[src/rtl/prog_prefetch.sv]
// Instruction-side prefetcher for a PicoRV32 read port: one-entry next-word buffer
// in front of program memory, with flush and discard of in-flight prefetches.
module prog_prefetch #(
   parameter logic [31:0] REGION_MASK = 32'h0010_0000
) (
   input  logic        clk,
   input  logic        rstn,
   input  logic        cpu_valid,
   input  logic [31:0] cpu_addr,
   output logic        cpu_ready,
   output logic [31:0] cpu_rdata,
   input  logic        flush,
   output logic        mem_valid,
   output logic [31:0] mem_addr,
   input  logic        mem_ready,
   input  logic [31:0] mem_rdata,
   output logic [1:0]  dbg_state,
   output logic        dbg_buf_vld,
   output logic [29:0] dbg_buf_tag
);

   // Handshakes: cpu_valid is held by the CPU until it sees the one-cycle
   // cpu_ready strobe; mem_valid is held with a stable mem_addr until the
   // one-cycle mem_ready strobe is sampled, and is only dropped early by rstn.
   typedef enum logic [1:0] {
      IDLE  = 2'd0,
      FETCH = 2'd1,
      PREF  = 2'd2
   } state_t;

   state_t      state;
   logic        buf_vld;
   logic [29:0] buf_tag;
   logic [31:0] buf_data;
   logic        discard;

   logic [31:0] req_addr;
   logic [31:0] pf_hit;
   logic [31:0] pf_miss;
   logic        lookup;
   logic        hit;
   logic        unused_addr_lsb;

   function automatic logic in_region(input logic [31:0] a);
      return (a & REGION_MASK) != 32'd0;
   endfunction

   assign req_addr        = {cpu_addr[31:2], 2'b00};
   assign pf_hit          = req_addr + 32'd4;
   // In FETCH, mem_addr still holds the demand address.
   assign pf_miss         = mem_addr + 32'd4;
   assign lookup          = (state == IDLE) && cpu_valid && !cpu_ready && in_region(cpu_addr);
   assign hit             = buf_vld && !flush && (buf_tag == cpu_addr[31:2]);
   assign unused_addr_lsb = ^cpu_addr[1:0];

   assign dbg_state   = state;
   assign dbg_buf_vld = buf_vld;
   assign dbg_buf_tag = buf_tag;

   always_ff @(posedge clk or negedge rstn) begin
      if (!rstn) begin
         state     <= IDLE;
         cpu_ready <= 1'b0;
         cpu_rdata <= 32'd0;
         mem_valid <= 1'b0;
         mem_addr  <= 32'd0;
         buf_vld   <= 1'b0;
         buf_tag   <= 30'd0;
         buf_data  <= 32'd0;
         discard   <= 1'b0;
      end else begin
         cpu_ready <= 1'b0;
         if (flush) begin
            buf_vld <= 1'b0;
            if (state == PREF) discard <= 1'b1;
         end
         case (state)
            IDLE: begin
               if (lookup) begin
                  if (hit) begin
                     cpu_ready <= 1'b1;
                     cpu_rdata <= buf_data;
                     mem_addr  <= pf_hit;
                     discard   <= 1'b0;
                     state     <= in_region(pf_hit) ? PREF : IDLE;
                  end else begin
                     mem_valid <= 1'b1;
                     mem_addr  <= req_addr;
                     state     <= FETCH;
                  end
               end
            end
            FETCH: begin
               if (mem_ready) begin
                  cpu_ready <= 1'b1;
                  cpu_rdata <= mem_rdata;
                  mem_valid <= 1'b0;
                  mem_addr  <= pf_miss;
                  discard   <= 1'b0;
                  state     <= in_region(pf_miss) ? PREF : IDLE;
               end
            end
            PREF: begin
               // mem_valid rises one cycle after entry so the demand strobe and
               // the prefetch request never overlap on the memory port.
               if (!mem_valid) begin
                  mem_valid <= 1'b1;
               end else if (mem_ready) begin
                  mem_valid <= 1'b0;
                  if (!discard && !flush) begin
                     buf_vld  <= 1'b1;
                     buf_tag  <= mem_addr[31:2];
                     buf_data <= mem_rdata;
                  end
                  discard <= 1'b0;
                  state   <= IDLE;
               end
            end
            default: state <= IDLE;
         endcase
      end
   end

endmodule

[config.mk]
export PLATFORM = sky130hd
export DESIGN_NAME = prog_prefetch
export DESIGN_NICKNAME = d
export VERILOG_FILES = /design/src/rtl/prog_prefetch.sv
export SDC_FILE = /design/constraint.sdc
export NUM_CORES = 1
export LEC_CHECK = 0
export BUFFER_PORTS_ARGS = -buffer_cell sky130_fd_sc_hd__buf_2
export CAP_MARGIN = 20
export CORE_ASPECT_RATIO = 1.2
export CORE_MARGIN = 5
export CORE_UTILIZATION = 54
export CTS_BUF_LIST = sky130_fd_sc_hd__clkbuf_8 sky130_fd_sc_hd__clkbuf_16
export DETAILED_ROUTE_END_ITERATION = 8
export GPL_ROUTABILITY_DRIVEN = 0
export PLACE_DENSITY_LB_ADDON = 0.3
export SETUP_SLACK_MARGIN = 0.02
export SLEW_MARGIN = 20
export SYNTH_ARGS = -nofsm -noshare
export SYNTH_HDL_FRONTEND = slang
export SYNTH_SLANG_ARGS = --single-unit
[constraint.sdc]
create_clock -name clk -period 3.1 [get_ports clk]
set_input_delay 0.31 -clock clk [delete_from_list [all_inputs] [get_ports clk]]
set_output_delay 0.31 -clock clk [all_outputs]
set_load 0.1 [all_outputs]
======== Word-level counts from Yosys, hierarchy flattened ========
Index checks and enable logic that the tools add are counted.
word-level totals
  word-level logic and storage cells ...... 75
  output and inout port bits .............. 99
  bits in registers ....................... 132
operators by class
  reductions and logical operators ........ 17
  equal/unequal tests ..................... 9
  multiplexer cells ....................... 38
  add/sub/neg operators ................... 2
operators with widths
  cell                                                                    number
  32-bit two-way mux                                                      6
  32-bit one-hot mux with 2 select lines                                  2
  32-bit by 3-bit adder with 32-bit output (second input constant)        2
  30-bit equality test                                                    1
  1-bit two-way mux                                                       19
  4-bit AND reduction                                                     4
  2-bit two-way mux                                                       7
  2-bit inequality test (second input constant)                           6
  1-bit logical AND                                                       6
  1-bit one-hot mux with 3 select lines                                   2
  2-bit one-hot mux with 3 select lines                                   1
  1-bit zero test                                                         3
  3-bit AND reduction                                                     1
  3-bit nonzero test                                                      1
  2-bit by 1-bit equality test with 1-bit output (second input constant)  1
  2-bit equality test (second input constant)                             1
  2-bit zero test                                                         1
  1-bit one-hot mux with 2 select lines                                   1
  2-bit nonzero test                                                      1

======== Logic depth before layout (Yosys ltp) ========
Gate-level depths: netlist (run 1).
  word-level depth ........................ 6
  mapped depth ............................ 10
  depth with buffers taken out ............ 8

======== Least setup slack after synthesis (run 1) ========
OpenSTA, ideal clock, no wires.
  path type ............................... reg-to-reg
  from .................................... reg state[0], in the netlist dbg_state[0]
  to ...................................... reg buf_tag[22], in the netlist dbg_buf_tag[22]
  period minus slack after synthesis ...... 2.794 ns
  path buffers ............................ 3
  arrival ................................. 2.668 ns
  cell stages (with the launch flop) ...... 8
  slack ................................... 0.306 ns
  library setup time ...................... 0.126 ns
  cells stage by stage .................... dfrtp_1 -> buf_2 -> clkinv_1 -> nand4_1 -> or3_1 -> clkbuf_1 -> clkbuf_1 -> mux2_2
between the ends
  longest elaborated chain between the ends .. 2
RTL lines
  item                                  RTL line  source
  from (decl)                           31        state_t state;
  from (signal assigned)                85        state <= in_region(pf_hit) ? PREF : IDLE;
  from (signal assigned)                100       state <= in_region(pf_miss) ? PREF : IDLE;
  2-bit equality test                   77        case (state)
  4-bit AND reduction (no source line)  --
  to (signal assigned)                  112       buf_tag <= mem_addr[31:2];
  to (decl)                             33        logic [29:0] buf_tag;
Every way passes these cells.
A chain may end at the register's enable or synchronous reset.

======== Final worst setup path (run 1) ========
  from .................................... reg buf_tag[23], in the netlist dbg_buf_tag[23]
  to ...................................... reg mem_addr[23]
between the ends
  longest elaborated chain between the ends .. 5
RTL lines
  item                                    RTL line  source
  30-bit equality test                    53        assign hit = buf_vld && !flush && (buf_tag == cpu_addr[31:2]);
  1-bit logical AND                       53
  32-bit two-way mux                      80        if (hit) begin
  32-bit two-way mux                      79        if (lookup) begin
  32-bit one-hot mux with 2 select lines  77
  to (signal assigned)                    83        mem_addr <= pf_hit;
  to (signal assigned)                    88        mem_addr <= req_addr;
  to (signal assigned)                    98        mem_addr <= pf_miss;
  to (decl)                               14        output logic [31:0] mem_addr,
Every way passes these cells. The select of a mux whose other input is x is not followed.

==> metrics.txt, run 1 <==
# TYPE chip_impl_metric gauge
chip_impl_metric{name="worst-slew-pin-transition",unit="ns"} 0.6102
chip_impl_metric{name="antenna_found_initial",unit=""} 0
chip_impl_metric{name="compound_gate_portion_of_the_synthesized_area",unit="%"} 12.21
chip_impl_metric{name="timing.final.crit_share",unit="%"} 82.32
chip_impl_metric{name="via_count_of_the_first_global_routing_pass",unit=""} 6231
chip_impl_metric{name="yosys.cell_types.count",unit=""} 60
chip_impl_metric{name="route.vias.total",unit=""} 6346
chip_impl_metric{name="post_cts.repair.setup_buffers",unit=""} 0
chip_impl_info{name="largest_family_of_logic_cells_by_synthesized_area",value="simple AND/OR/NAND/NOR gates"} 1
chip_impl_info{name="kind_of_critical_path",value="flip-flop to flip-flop"} 1
chip_impl_metric{name="yosys.area.top_type_share",unit="%"} 47.75
chip_impl_metric{name="detail_route.drc_violations",unit=""} 0
chip_impl_metric{name="htree_levels",unit=""} 4
chip_impl_metric{name="clock_sink_count",unit=""} 130
chip_impl_metric{name="clock_buffer_depth",unit=""} 2
chip_impl_info{name="main_synth_ff_type",value="sky130_fd_sc_hd__dfrtp_1"} 1
chip_impl_metric{name="synth-xor-area-share",unit="%"} 7.052
chip_impl_metric{name="finalMaxSlewViolations",unit=""} 0
chip_impl_metric{name="first_iter_violations",unit=""} 712
chip_impl_info{name="crit_start",value="dbg_buf_tag[23]$_DFFE_PN0P_"} 1
chip_impl_metric{name="hpwlAfterDp",unit="um"} 14190
chip_impl_metric{name="timing.slew.headroom",unit="%"} 59.22
chip_impl_metric{name="clkLatencyLatePin",unit="ns"} 0.42
chip_impl_metric{name="max-cap-violations",unit=""} 0
chip_impl_info{name="rsz_0062_raised_after_global_routing",value="no"} 1
chip_impl_metric{name="boundaryPins",unit=""} 168
chip_impl_metric{name="syn2layout_area_growth",unit="%"} 24.19
chip_impl_metric{name="ys_seq_area_share",unit="%"} 47.75
chip_impl_metric{name="finalHoldViolCount",unit=""} 0
chip_impl_metric{name="floorplan.die_area",unit="mm2"} 0.01497
chip_impl_metric{name="muxShareOfSynthArea",unit="%"} 10.52
chip_impl_metric{name="starting_density_of_the_core",unit="%"} 54.50
chip_impl_metric{name="fp.dieW",unit="um"} 112.5
chip_impl_metric{name="place_inst",unit=""} 1005
chip_impl_metric{name="avgViaCountPerCell",unit=""} 6.114
chip_impl_metric{name="worst_ep_required_time",unit="ns"} 3.42
chip_impl_metric{name="post-route-min-period",unit="ns"} 2.552
chip_impl_metric{name="pre_cts_ws",unit="ns"} 0.5394
chip_impl_metric{name="postSynthCellCount",unit=""} 700
chip_impl_metric{name="layout-drive-gt1-share",unit="%"} 32.84
chip_impl_metric{name="stdcell_count",unit=""} 1038
chip_impl_metric{name="ys_async_sr_fraction",unit="%"} 100.0
chip_impl_metric{name="yosys_warnings",unit=""} 0
chip_impl_metric{name="cts.reportedPaths.clkPinSlew",unit="ns"} 0.06
chip_impl_metric{name="synth.ff_latch_count",unit=""} 130
chip_impl_metric{name="timing.final.setup_violations",unit=""} 0
chip_impl_metric{name="grt.overflow.total",unit=""} 0
chip_impl_metric{name="groute.usage.overall",unit="%"} 27.13
chip_impl_metric{name="synth.avg_cell_area",unit="um2"} 9.733
chip_impl_info{name="synth_area_leaders",value="sky130_fd_sc_hd__dfrtp_1 (48%), sky130_fd_sc_hd__mux2_2 (10%), sky130_fd_sc_hd__nand2_1 (6.0%)"} 1
chip_impl_metric{name="num_antenna_cells",unit=""} 0
chip_impl_metric{name="skew",unit="ns"} 0.007076
chip_impl_metric{name="final.setup.worst_slack",unit="ns"} 0.5480
chip_impl_metric{name="rows",unit=""} 45
chip_impl_metric{name="firstDrtPassIters",unit=""} 5
chip_impl_info{name="worstSetupStartpointType",value="flip-flop"} 1
chip_impl_metric{name="routed_length_per_instance",unit="um"} 19.35
chip_impl_metric{name="synth_simple_gate_area_share",unit="%"} 19.32
chip_impl_metric{name="first_pass_grt_wire_length",unit="um"} 32400
chip_impl_info{name="crit-reg2reg-launch",value="dbg_buf_tag[23]$_DFFE_PN0P_"} 1
chip_impl_info{name="result_of_the_run",value="finished, final reports clean"} 1
chip_impl_metric{name="yosys.area_share.adder",unit="%"} 0.3673
chip_impl_metric{name="grt_start_max_net_pins",unit=""} 90
chip_impl_info{name="hold_path_class",value="primary input to flip-flop"} 1
chip_impl_metric{name="cts_made_buffers",unit=""} 17
chip_impl_metric{name="postRouteAntennaNets",unit=""} 0
chip_impl_metric{name="netlist_area",unit="mm2"} 0.006813
chip_impl_info{name="timing.critical_path.to_type",value="flip-flop"} 1
chip_impl_info{name="cts_tree",value="done"} 1
chip_impl_metric{name="cp.arrival",unit="ns"} 2.88
chip_impl_info{name="yosys.area.top_type",value="sky130_fd_sc_hd__dfrtp_1"} 1
chip_impl_metric{name="maxClockFrequency",unit="MHz"} 391.9
chip_impl_info{name="hp-start",value="mem_rdata[6]"} 1
chip_impl_metric{name="nNetsFinal",unit=""} 932
chip_impl_metric{name="finalSetupTns",unit="ns"} 0
chip_impl_metric{name="port-buffer-count",unit=""} 163
chip_impl_metric{name="cp_max_fo",unit=""} 9
chip_impl_metric{name="core_region_area",unit="mm2"} 0.01250
chip_impl_metric{name="drt-total-wl",unit="um"} 20080
chip_impl_info{name="clock-root-buffer",value="sky130_fd_sc_hd__clkbuf_16"} 1
chip_impl_metric{name="synth-edff-count",unit=""} 0
chip_impl_metric{name="die_y",unit="um"} 133.0
-- cells by family after synthesis --
group           after synthesis
xor+xnor                     54
simple gates                275
other cells                   1
flops                       130
buf+inv                      43
fa+ha+maj                     2
compound gates              131
mux                          64
-- layout make-up --
class | instances | area (um2)
Clock inverter | 10 | 130.1
Inverter | 5 | 18.77
Timing Repair Buffer | 179 | 965.9
Sequential cell | 130 | 3253
Tap cell | 164 | 205.2
Multi-Input combinational cell | 528 | 3393
Clock buffer | 22 | 494.2
Fill cell | 979 | 4039
-- state kept, by name (all words and copies together), names as in the netlist --
name and count:
mem_addr 30, dbg_buf_vld 1, cpu_ready 1, buf_data 32
mem_valid 1, discard 1, dbg_buf_tag 30, cpu_rdata 32
dbg_state 2
-- cells in the mapped netlist, drive strengths merged, types with 2 or more instances --
master and count:
nand3 23, inv 4, ha 2, buf 12, nand4bb 2, xnor2 16
o22ai 3, nor2 63, a221oi 3, a211oi 2, nand4 24, o32ai 3
o31ai 3, nand2 110, clkbuf 26, nor4 13, and3 10, a31oi 37
xor2 38, and4 3, o21ai 31, and2 3, nor3 15, mux2i 3
a211o 3, or3 3, a22oi 6, mux2 61, o221ai 5, or2 2
a21oi 24, dfrtp 130
-- cells in the final DEF, fill, tap and decap left out, types with 4 or more instances in the layout --
cell and instances:
sky130_fd_sc_hd__a22oi_1 6, sky130_fd_sc_hd__nand2_1 109, sky130_fd_sc_hd__nor3_1 14, sky130_fd_sc_hd__a31oi_1 37, sky130_fd_sc_hd__buf_4 14, sky130_fd_sc_hd__and3_1 10, sky130_fd_sc_hd__nor2_1 61, sky130_fd_sc_hd__buf_2 162
sky130_fd_sc_hd__clkinv_2 4, sky130_fd_sc_hd__clkbuf_16 17, sky130_fd_sc_hd__xnor2_1 16, sky130_fd_sc_hd__xor2_1 37, sky130_fd_sc_hd__o221ai_1 5, sky130_fd_sc_hd__nor4_1 10, sky130_fd_sc_hd__inv_1 5, sky130_fd_sc_hd__mux2_2 61
sky130_fd_sc_hd__dfrtp_1 130, sky130_fd_sc_hd__clkbuf_8 5, sky130_fd_sc_hd__nand4_1 24, sky130_fd_sc_hd__a21oi_1 23, sky130_fd_sc_hd__o21ai_0 31, sky130_fd_sc_hd__nand3_1 23
-- worst max-delay path, stage by stage (launching register included) --
cell	delay, ns
sky130_fd_sc_hd__dfrtp_1	0.40
sky130_fd_sc_hd__xor2_1	0.20
sky130_fd_sc_hd__nor4_2	0.47
sky130_fd_sc_hd__and4b_4	0.33
sky130_fd_sc_hd__nand2_4	0.10
sky130_fd_sc_hd__or4_4	0.56
sky130_fd_sc_hd__xor2_1	0.16
sky130_fd_sc_hd__a221oi_2	0.22
-- through the flow --
| stage | instance area (um2) | hold WS, ns | util (%) |
|---|---|---|---|
| after floorplan | 6817 | 0.01441 | - |
| after global placement | 7826 | 0.3302 | 62.61 |
| after detailed placement | 7826 | 0.3380 | 62.61 |
| after CTS | 8461 | 0.1325 | 67.69 |
| after global routing | 8461 | 0.1400 | 67.69 |
| final | 8461 | 0.1419 | 67.69 |
-- timing repair --
action | in CTS | in global routing
hold buffers | 1 | 0
hold endpoints to repair | 41 | 0
gates resized for setup | 0 | 0
-- worst paths after layout --
kind	depth (start not counted)	slack (ns)	end
min in group asynchronous	2	0.42	buf_data[19]$_DFFE_PN0P_
worst max register to register	7	0.55	mem_addr[23]$_DFFE_PN0P_
worst min-delay path	2	0.14	buf_data[6]$_DFFE_PN0P_
worst max-delay path	7	0.55	mem_addr[23]$_DFFE_PN0P_
worst min register to register	1	0.50	buf_data[30]$_DFFE_PN0P_
max in group asynchronous	3	1.79	dbg_buf_tag[6]$_DFFE_PN0P_
-- per-layer routing --
| metal | GRT usage [%] | routed length, um |
|---|---|---|
| met4 | 15.76 | 976 |
| met2 | 43.67 | 9705 |
| met1 | 33.69 | 7680 |
| met5 | 0 | 0 |
| met3 | 5.718 | 1718 |
Power of run 1 is not shown: default switching activity piles up to over one toggle a cycle in this logic, so the estimate is an artifact.
==> inputs of run 2 (changes only) <==
CORE_UTILIZATION = 49   (was 54)
clock period = 2.23 ns   (was 3.1 ns; I/O delays follow)
==> run 2 against run 1 <==
- design area up 17%
- clock-buffer cell count down 4
- highest routed layer unchanged
- the run now ends with setup timing left
- sequential cell count unchanged
- non-clock buffer count up 75
- hold slack worse by 0.090 ns
- register-to-register slack worse by 0.72 ns
- sequential share of layout area down 4.4 points
- cell count up 7.9%
- die area up 9.3%
- global-route usage up 0.33 points
- clock skew about the same
==> metrics.txt, run 2 (synthesis gave the netlist of run 1 again) <==
# TYPE chip_impl_metric gauge
chip_impl_info{name="result_of_the_run",value="complete, but fails checks"} 1
chip_impl_info{name="violations",value="setup timing"} 1
chip_impl_metric{name="syn2layout_area_growth",unit="%"} 45.01
chip_impl_info{name="mostFrequentLayoutCells",value="sky130_fd_sc_hd__buf_2 (162), sky130_fd_sc_hd__nand2_1 (108), sky130_fd_sc_hd__dfrtp_1 (74)"} 1
chip_impl_info{name="layout.cells.most_common",value="sky130_fd_sc_hd__buf_2"} 1
chip_impl_metric{name="first_pass_grt_wire_length",unit="um"} 36350
chip_impl_info{name="worstPathCellList",value="xor2_1 > nor4_1 > buf_4 > and4b_4 > nand2_4 > buf_6 > nor4_4 > buf_4 > xnor2_2 > a22oi_1"} 1
chip_impl_metric{name="layout-drive-gt1-share",unit="%"} 49.95
chip_impl_metric{name="nNetsFinal",unit=""} 1007
chip_impl_metric{name="core_region_area",unit="mm2"} 0.01370
chip_impl_metric{name="skew",unit="ns"} 0.007479
chip_impl_info{name="worstSetupStartpointType",value="flip-flop"} 1
chip_impl_metric{name="worst_path_largest_cell_delay",unit="ns"} 0.49
chip_impl_metric{name="fp.dieW",unit="um"} 117.6
chip_impl_metric{name="ff2ff_path_depth",unit=""} 10
chip_impl_metric{name="boundaryPins",unit=""} 168
chip_impl_metric{name="routed_length_per_instance",unit="um"} 21.31
chip_impl_metric{name="finalSetupTns",unit="ns"} -4.870
chip_impl_info{name="hold_path_class",value="primary input to flip-flop"} 1
chip_impl_metric{name="pre_cts_ws",unit="ns"} -0.1276
chip_impl_metric{name="hpwlAfterDp",unit="um"} 15310
chip_impl_metric{name="port-buffer-count",unit=""} 163
chip_impl_metric{name="timing.slew.headroom",unit="%"} 58.94
chip_impl_info{name="clock-root-buffer",value="sky130_fd_sc_hd__clkbuf_16"} 1
chip_impl_metric{name="htree_levels",unit=""} 4
chip_impl_metric{name="num_antenna_cells",unit=""} 0
chip_impl_metric{name="rows",unit=""} 47
chip_impl_metric{name="post-route-min-period",unit="ns"} 2.404
chip_impl_metric{name="grt_start_max_net_pins",unit=""} 47
chip_impl_metric{name="avgViaCountPerCell",unit=""} 6.107
chip_impl_metric{name="firstDrtPassIters",unit=""} 5
chip_impl_info{name="cts_tree",value="done"} 1
chip_impl_metric{name="drt-total-wl",unit="um"} 23870
chip_impl_metric{name="cp_max_fo",unit=""} 4
chip_impl_info{name="timing.critical_path.to_type",value="flip-flop"} 1
chip_impl_metric{name="via_count_of_the_first_global_routing_pass",unit=""} 7106
chip_impl_metric{name="die_y",unit="um"} 139.2
chip_impl_metric{name="worst_ep_required_time",unit="ns"} 2.51
chip_impl_metric{name="cts.reportedPaths.clkPinSlew",unit="ns"} 0.06
chip_impl_metric{name="final.setup.worst_slack",unit="ns"} -0.1737
chip_impl_info{name="rsz_0062_raised_after_global_routing",value="yes"} 1
chip_impl_metric{name="antenna_found_initial",unit=""} 0
chip_impl_metric{name="floorplan.die_area",unit="mm2"} 0.01637
chip_impl_metric{name="final_core_utilization",unit="%"} 72.10
chip_impl_metric{name="detail_route.drc_violations",unit=""} 0
chip_impl_metric{name="clkLatencyLatePin",unit="ns"} 0.42
chip_impl_metric{name="clock_sink_count",unit=""} 130
chip_impl_metric{name="worst-slew-pin-transition",unit="ns"} 0.6159
chip_impl_metric{name="cts_made_buffers",unit=""} 17
chip_impl_metric{name="finalMaxSlewViolations",unit=""} 0
chip_impl_metric{name="starting_density_of_the_core",unit="%"} 49.72
chip_impl_metric{name="route.vias.total",unit=""} 6840
chip_impl_metric{name="first_iter_violations",unit=""} 484
chip_impl_metric{name="max-cap-violations",unit=""} 0
chip_impl_metric{name="clock_buffer_depth",unit=""} 2
chip_impl_metric{name="timing.final.setup_violations",unit=""} 42
chip_impl_metric{name="maxClockFrequency",unit="MHz"} 416.0
chip_impl_metric{name="placedInstanceArea",unit="mm2"} 0.008442
chip_impl_info{name="crit_path_top_delay_cell",value="sky130_fd_sc_hd__dfrtp_4"} 1
chip_impl_metric{name="timing.final.crit_share",unit="%"} 107.8
chip_impl_info{name="kind_of_critical_path",value="flip-flop to flip-flop"} 1
chip_impl_metric{name="cp.arrival",unit="ns"} 2.68
chip_impl_info{name="reg_top3",value="buf_data (32), cpu_rdata (32)"} 1
chip_impl_metric{name="postRouteAntennaNets",unit=""} 0
chip_impl_metric{name="worst_hold_path.num_cells",unit=""} 2
chip_impl_metric{name="finalHoldViolCount",unit=""} 0
chip_impl_info{name="worst_path_most_repeated_cell",value="sky130_fd_sc_hd__buf_4"} 1
chip_impl_metric{name="grt.overflow.total",unit=""} 0
chip_impl_metric{name="groute.usage.overall",unit="%"} 27.46
chip_impl_metric{name="final_cell_area_excluding_filler_cells",unit="mm2"} 0.009879
[run 2: cell count changes in the layout (fill, tap and decap cells not counted), moves of 11 or more]
cell and change:
sky130_fd_sc_hd__dfrtp_1 -56, sky130_fd_sc_hd__buf_4 +55, sky130_fd_sc_hd__dfrtp_2 +39, sky130_fd_sc_hd__nor2_1 -20, sky130_fd_sc_hd__dfrtp_4 +17, sky130_fd_sc_hd__a31oi_1 -14, sky130_fd_sc_hd__a31oi_4 +14, sky130_fd_sc_hd__nor2_2 +11
[run 2: final timing paths]
kind                       slack (ns)                           to                         from
setup reg to reg                -0.17     mem_addr[24]$_DFFE_PN0P_  dbg_buf_tag[29]$_DFFE_PN0P_
setup / recovery                -0.17     mem_addr[24]$_DFFE_PN0P_  dbg_buf_tag[29]$_DFFE_PN0P_
hold reg to reg                  0.51      buf_data[1]$_DFFE_PN0P_      buf_data[1]$_DFFE_PN0P_
max in group asynchronous        1.17  dbg_buf_tag[23]$_DFFE_PN0P_                         rstn
hold / removal                   0.05      buf_data[1]$_DFFE_PN0P_                 mem_rdata[1]
min in group asynchronous        0.34  dbg_buf_tag[13]$_DFFE_PN0P_                         rstn
[run 2: metrics by stage]
stage,hold WS (ns),std cells
3_5_place_dp,0.2650,1065
5_1_grt,0.03686,1120
6_report,0.05190,1120
2_1_floorplan,-0.07259,701
4_1_cts,0.03708,1112
3_3_place_gp,0.2634,1065
[run 2: layout make-up]
type | count | area, um2
Inverter | 5 | 18.77
Sequential cell | 130 | 3366
Clock inverter | 14 | 190.2
Tap cell | 171 | 214.0
Timing Repair Buffer | 254 | 1760
Fill cell | 938 | 3822
Clock buffer | 18 | 439.2
Multi-Input combinational cell | 528 | 3891
[run 2: worst max-delay path, delay by kind of cell, from the launching register on]
kind	cells	cell delay, ns
buf+inv	3	0.49
xor+xnor	2	0.25
flops	1	0.49
compound gates	1	0.08
simple gates	4	0.96
[run 2: layer usage]
metal / vias up / GRT usage, % / wire length (um)
met5: - / 0 / 0
met4: 0 / 13.35 / 1104
met3: 96 / 8.446 / 2294
met2: 414 / 46.87 / 12120
met1: 3335 / 31.19 / 8353
li1: 2995 / - / -
[run 2: repair_timing]
| action | in CTS | in global routing |
|---|---|---|
| cloned | 5 | 2 |
| buffers inserted | 9 | 7 |
| endpoints found under the hold margin | 40 | 0 |
| pin swaps | 12 | 25 |
| hold buffers | 1 | 0 |
| resized for setup | 16 | 70 |
| endpoints found under the setup margin | 53 | 61 |
Power of run 2 is left out for the same reason.
==> inputs of run 3 (changes only) <==
REMOVE_ABC_BUFFERS = 1   (was unset)
==> run 3 against run 2 <==
- the run still ends with setup timing left
- critical path depth down 1
- design area down 1.6%
- die area unchanged
- clock skew up 0.0022 ns
- cell count up 2.4%
- setup slack better by 0.032 ns
- register-to-register slack better by 0.03 ns
- clock-buffer cell count up 1
- wire length down 3.7%
- sequential share of layout area down 0.60 points
- maximum frequency up 1.3%
- first-iteration DRC count up 60%
- highest routed layer unchanged
==> metrics.txt, run 3 (synthesis gave the netlist of run 1 again) <==
# TYPE chip_impl_metric gauge
chip_impl_metric{name="core_region_area",unit="mm2"} 0.01370
chip_impl_metric{name="fill_cells",unit=""} 1024
chip_impl_metric{name="finalHoldViolCount",unit=""} 0
chip_impl_metric{name="antenna_found_initial",unit=""} 1
chip_impl_metric{name="rows",unit=""} 47
chip_impl_metric{name="routed_length_per_instance",unit="um"} 20.03
chip_impl_metric{name="via_count_of_the_first_global_routing_pass",unit=""} 6592
chip_impl_metric{name="final.setup.worst_slack",unit="ns"} -0.1420
chip_impl_metric{name="floorplan.die_area",unit="mm2"} 0.01637
chip_impl_metric{name="finalMaxSlewViolations",unit=""} 0
chip_impl_metric{name="cts.reportedPaths.clkPinSlew",unit="ns"} 0.06
chip_impl_info{name="kind_of_critical_path",value="flip-flop to flip-flop"} 1
chip_impl_metric{name="finalSetupTns",unit="ns"} -1.923
chip_impl_metric{name="starting_density_of_the_core",unit="%"} 49.72
chip_impl_metric{name="groute.usage.overall",unit="%"} 25.62
chip_impl_metric{name="place_inst",unit=""} 1093
chip_impl_metric{name="worst_ep_required_time",unit="ns"} 2.53
chip_impl_metric{name="cp_max_fo",unit=""} 8
chip_impl_info{name="mostFrequentLayoutCells",value="sky130_fd_sc_hd__buf_2 (162), sky130_fd_sc_hd__dfrtp_1 (130), sky130_fd_sc_hd__nand2_1 (107)"} 1
chip_impl_info{name="clock-root-buffer",value="sky130_fd_sc_hd__clkbuf_16"} 1
chip_impl_info{name="routed.top_layer",value="met4"} 1
chip_impl_metric{name="syn2layout_area_growth",unit="%"} 42.68
chip_impl_info{name="result_of_the_run",value="complete, but fails checks"} 1
chip_impl_metric{name="firstDrtPassIters",unit=""} 5
chip_impl_info{name="rsz_0062_raised_after_global_routing",value="yes"} 1
chip_impl_metric{name="detail_route.wirelength.met1",unit="um"} 8954
chip_impl_metric{name="clock_buffer_depth",unit=""} 2
chip_impl_metric{name="drt-total-wl",unit="um"} 22980
chip_impl_metric{name="nNetsFinal",unit=""} 1033
chip_impl_metric{name="layout-drive-gt1-share",unit="%"} 45.44
chip_impl_metric{name="clock_sink_count",unit=""} 130
chip_impl_metric{name="timing.slew.headroom",unit="%"} 55.95
chip_impl_metric{name="timing.final.setup_violations",unit=""} 30
chip_impl_metric{name="wl_met2",unit="um"} 11060
chip_impl_info{name="worstSetupStartpointType",value="flip-flop"} 1
chip_impl_info{name="timing.critical_path.to_type",value="flip-flop"} 1
chip_impl_metric{name="detail_route.drc_violations",unit=""} 0
chip_impl_metric{name="post-route-min-period",unit="ns"} 2.372
chip_impl_info{name="layout.cells.most_common",value="sky130_fd_sc_hd__buf_2"} 1
chip_impl_metric{name="hpwlAfterDp",unit="um"} 14380
chip_impl_metric{name="first_pass_grt_wire_length",unit="um"} 33980
chip_impl_metric{name="route.vias.total",unit=""} 6817
chip_impl_metric{name="postRouteAntennaNets",unit=""} 0
chip_impl_info{name="cts_tree",value="done"} 1
chip_impl_metric{name="multiInputGateArea",unit="mm2"} 0.003756
chip_impl_metric{name="max-cap-violations",unit=""} 0
chip_impl_metric{name="worst-slew-pin-transition",unit="ns"} 0.6592
chip_impl_metric{name="htree_levels",unit=""} 4
chip_impl_metric{name="avgViaCountPerCell",unit=""} 5.943
chip_impl_metric{name="register_area",unit="mm2"} 0.003253
chip_impl_metric{name="skew",unit="ns"} 0.009721
chip_impl_metric{name="timing.final.crit_share",unit="%"} 106.4
chip_impl_metric{name="clkLatencyLatePin",unit="ns"} 0.42
chip_impl_metric{name="grt_start_max_net_pins",unit=""} 86
chip_impl_metric{name="boundaryPins",unit=""} 168
chip_impl_metric{name="met3_wirelength",unit="um"} 1848
chip_impl_metric{name="port-buffer-count",unit=""} 163
chip_impl_metric{name="first_iter_violations",unit=""} 772
chip_impl_metric{name="fp.dieW",unit="um"} 117.6
chip_impl_metric{name="die_y",unit="um"} 139.2
chip_impl_metric{name="cts_made_buffers",unit=""} 17
chip_impl_metric{name="grt.overflow.total",unit=""} 0
chip_impl_info{name="hold_path_class",value="primary input to flip-flop"} 1
chip_impl_metric{name="maxClockFrequency",unit="MHz"} 421.6
chip_impl_metric{name="stdcell_count",unit=""} 1147
chip_impl_metric{name="cp.arrival",unit="ns"} 2.67
chip_impl_info{name="violations",value="setup timing"} 1
chip_impl_info{name="reg_top3",value="buf_data (32), cpu_rdata (32)"} 1
run 3: changes by cell type in the layout (fill, tap and decap cells not counted), sizes merged:
cell / delta
buf: +24
bufinv: -1
clkinvlp: -2
inv: +2
diode: +1
clkbuf: +3
run 3: what timing repair did:
item                                    CTS  global route
gates resized for setup                  15            70
pin swaps                                15            36
endpoints found under the setup margin   41            63
endpoints found under the hold margin   130             0
hold buffers                              1             0
buffers inserted                          5            11
cloned                                    1             6
run 3: layout make-up:
type	count	share of cell area, %
multi-input combinational	528	38.64
sequential	130	33.47
timing repair buffer	280	19.32
clock buffer	19	4.660
tap	171	2.201
clock inverter	13	1.493
inverter	5	0.1931
antenna	1	0.02574
run 3: stage by stage:
step,cell area [um2],hold WS (ns),util [%],setup slack [ns]
4_1_cts,9274,0.04203,67.68,-0.03272
3_3_place_gp,8489,0.01599,61.96,-0.05251
2_1_floorplan,6650,-0.07259,-,-3.000
3_5_place_dp,8489,0.01721,61.96,-0.08521
6_report,9721,0.05259,70.94,-0.1420
5_1_grt,9718,0.04255,70.93,-0.2432
run 3: final timing paths:
path                                             start                        end  slack, ns  cells past startpoint
setup / recovery           dbg_buf_tag[23]$_DFFE_PN0P_   mem_addr[22]$_DFFE_PN0P_      -0.14                      9
hold / removal                           mem_rdata[28]   buf_data[28]$_DFFE_PN0P_       0.05                      2
setup reg to reg           dbg_buf_tag[23]$_DFFE_PN0P_   mem_addr[22]$_DFFE_PN0P_      -0.14                      9
hold reg to reg                  dbg_buf_vld$_DFF_PN0_      dbg_buf_vld$_DFF_PN0_       0.50                      2
max in group asynchronous                         rstn   mem_addr[15]$_DFFE_PN0P_       1.33                      3
min in group asynchronous                         rstn  cpu_rdata[12]$_DFFE_PN0P_       0.16                      2
run 3: metal layers:
metal	global-route usage, %	vias to the layer above
met1	31.79	3304
met5	0	-
li1	-	3052
met3	6.854	88
met4	12.44	0
met2	41.45	373
run 3: critical path, cell delays in order, from the launching register on:
cell	delay [ns]
sky130_fd_sc_hd__dfrtp_1	0.40
sky130_fd_sc_hd__xor2_2	0.17
sky130_fd_sc_hd__nor4_2	0.34
sky130_fd_sc_hd__and4b_4	0.31
sky130_fd_sc_hd__buf_4	0.12
sky130_fd_sc_hd__nand2_4	0.05
sky130_fd_sc_hd__buf_12	0.14
sky130_fd_sc_hd__nor4_4	0.25
sky130_fd_sc_hd__xnor2_1	0.13
sky130_fd_sc_hd__a221oi_1	0.33
Power of run 3 is left out for the same reason.
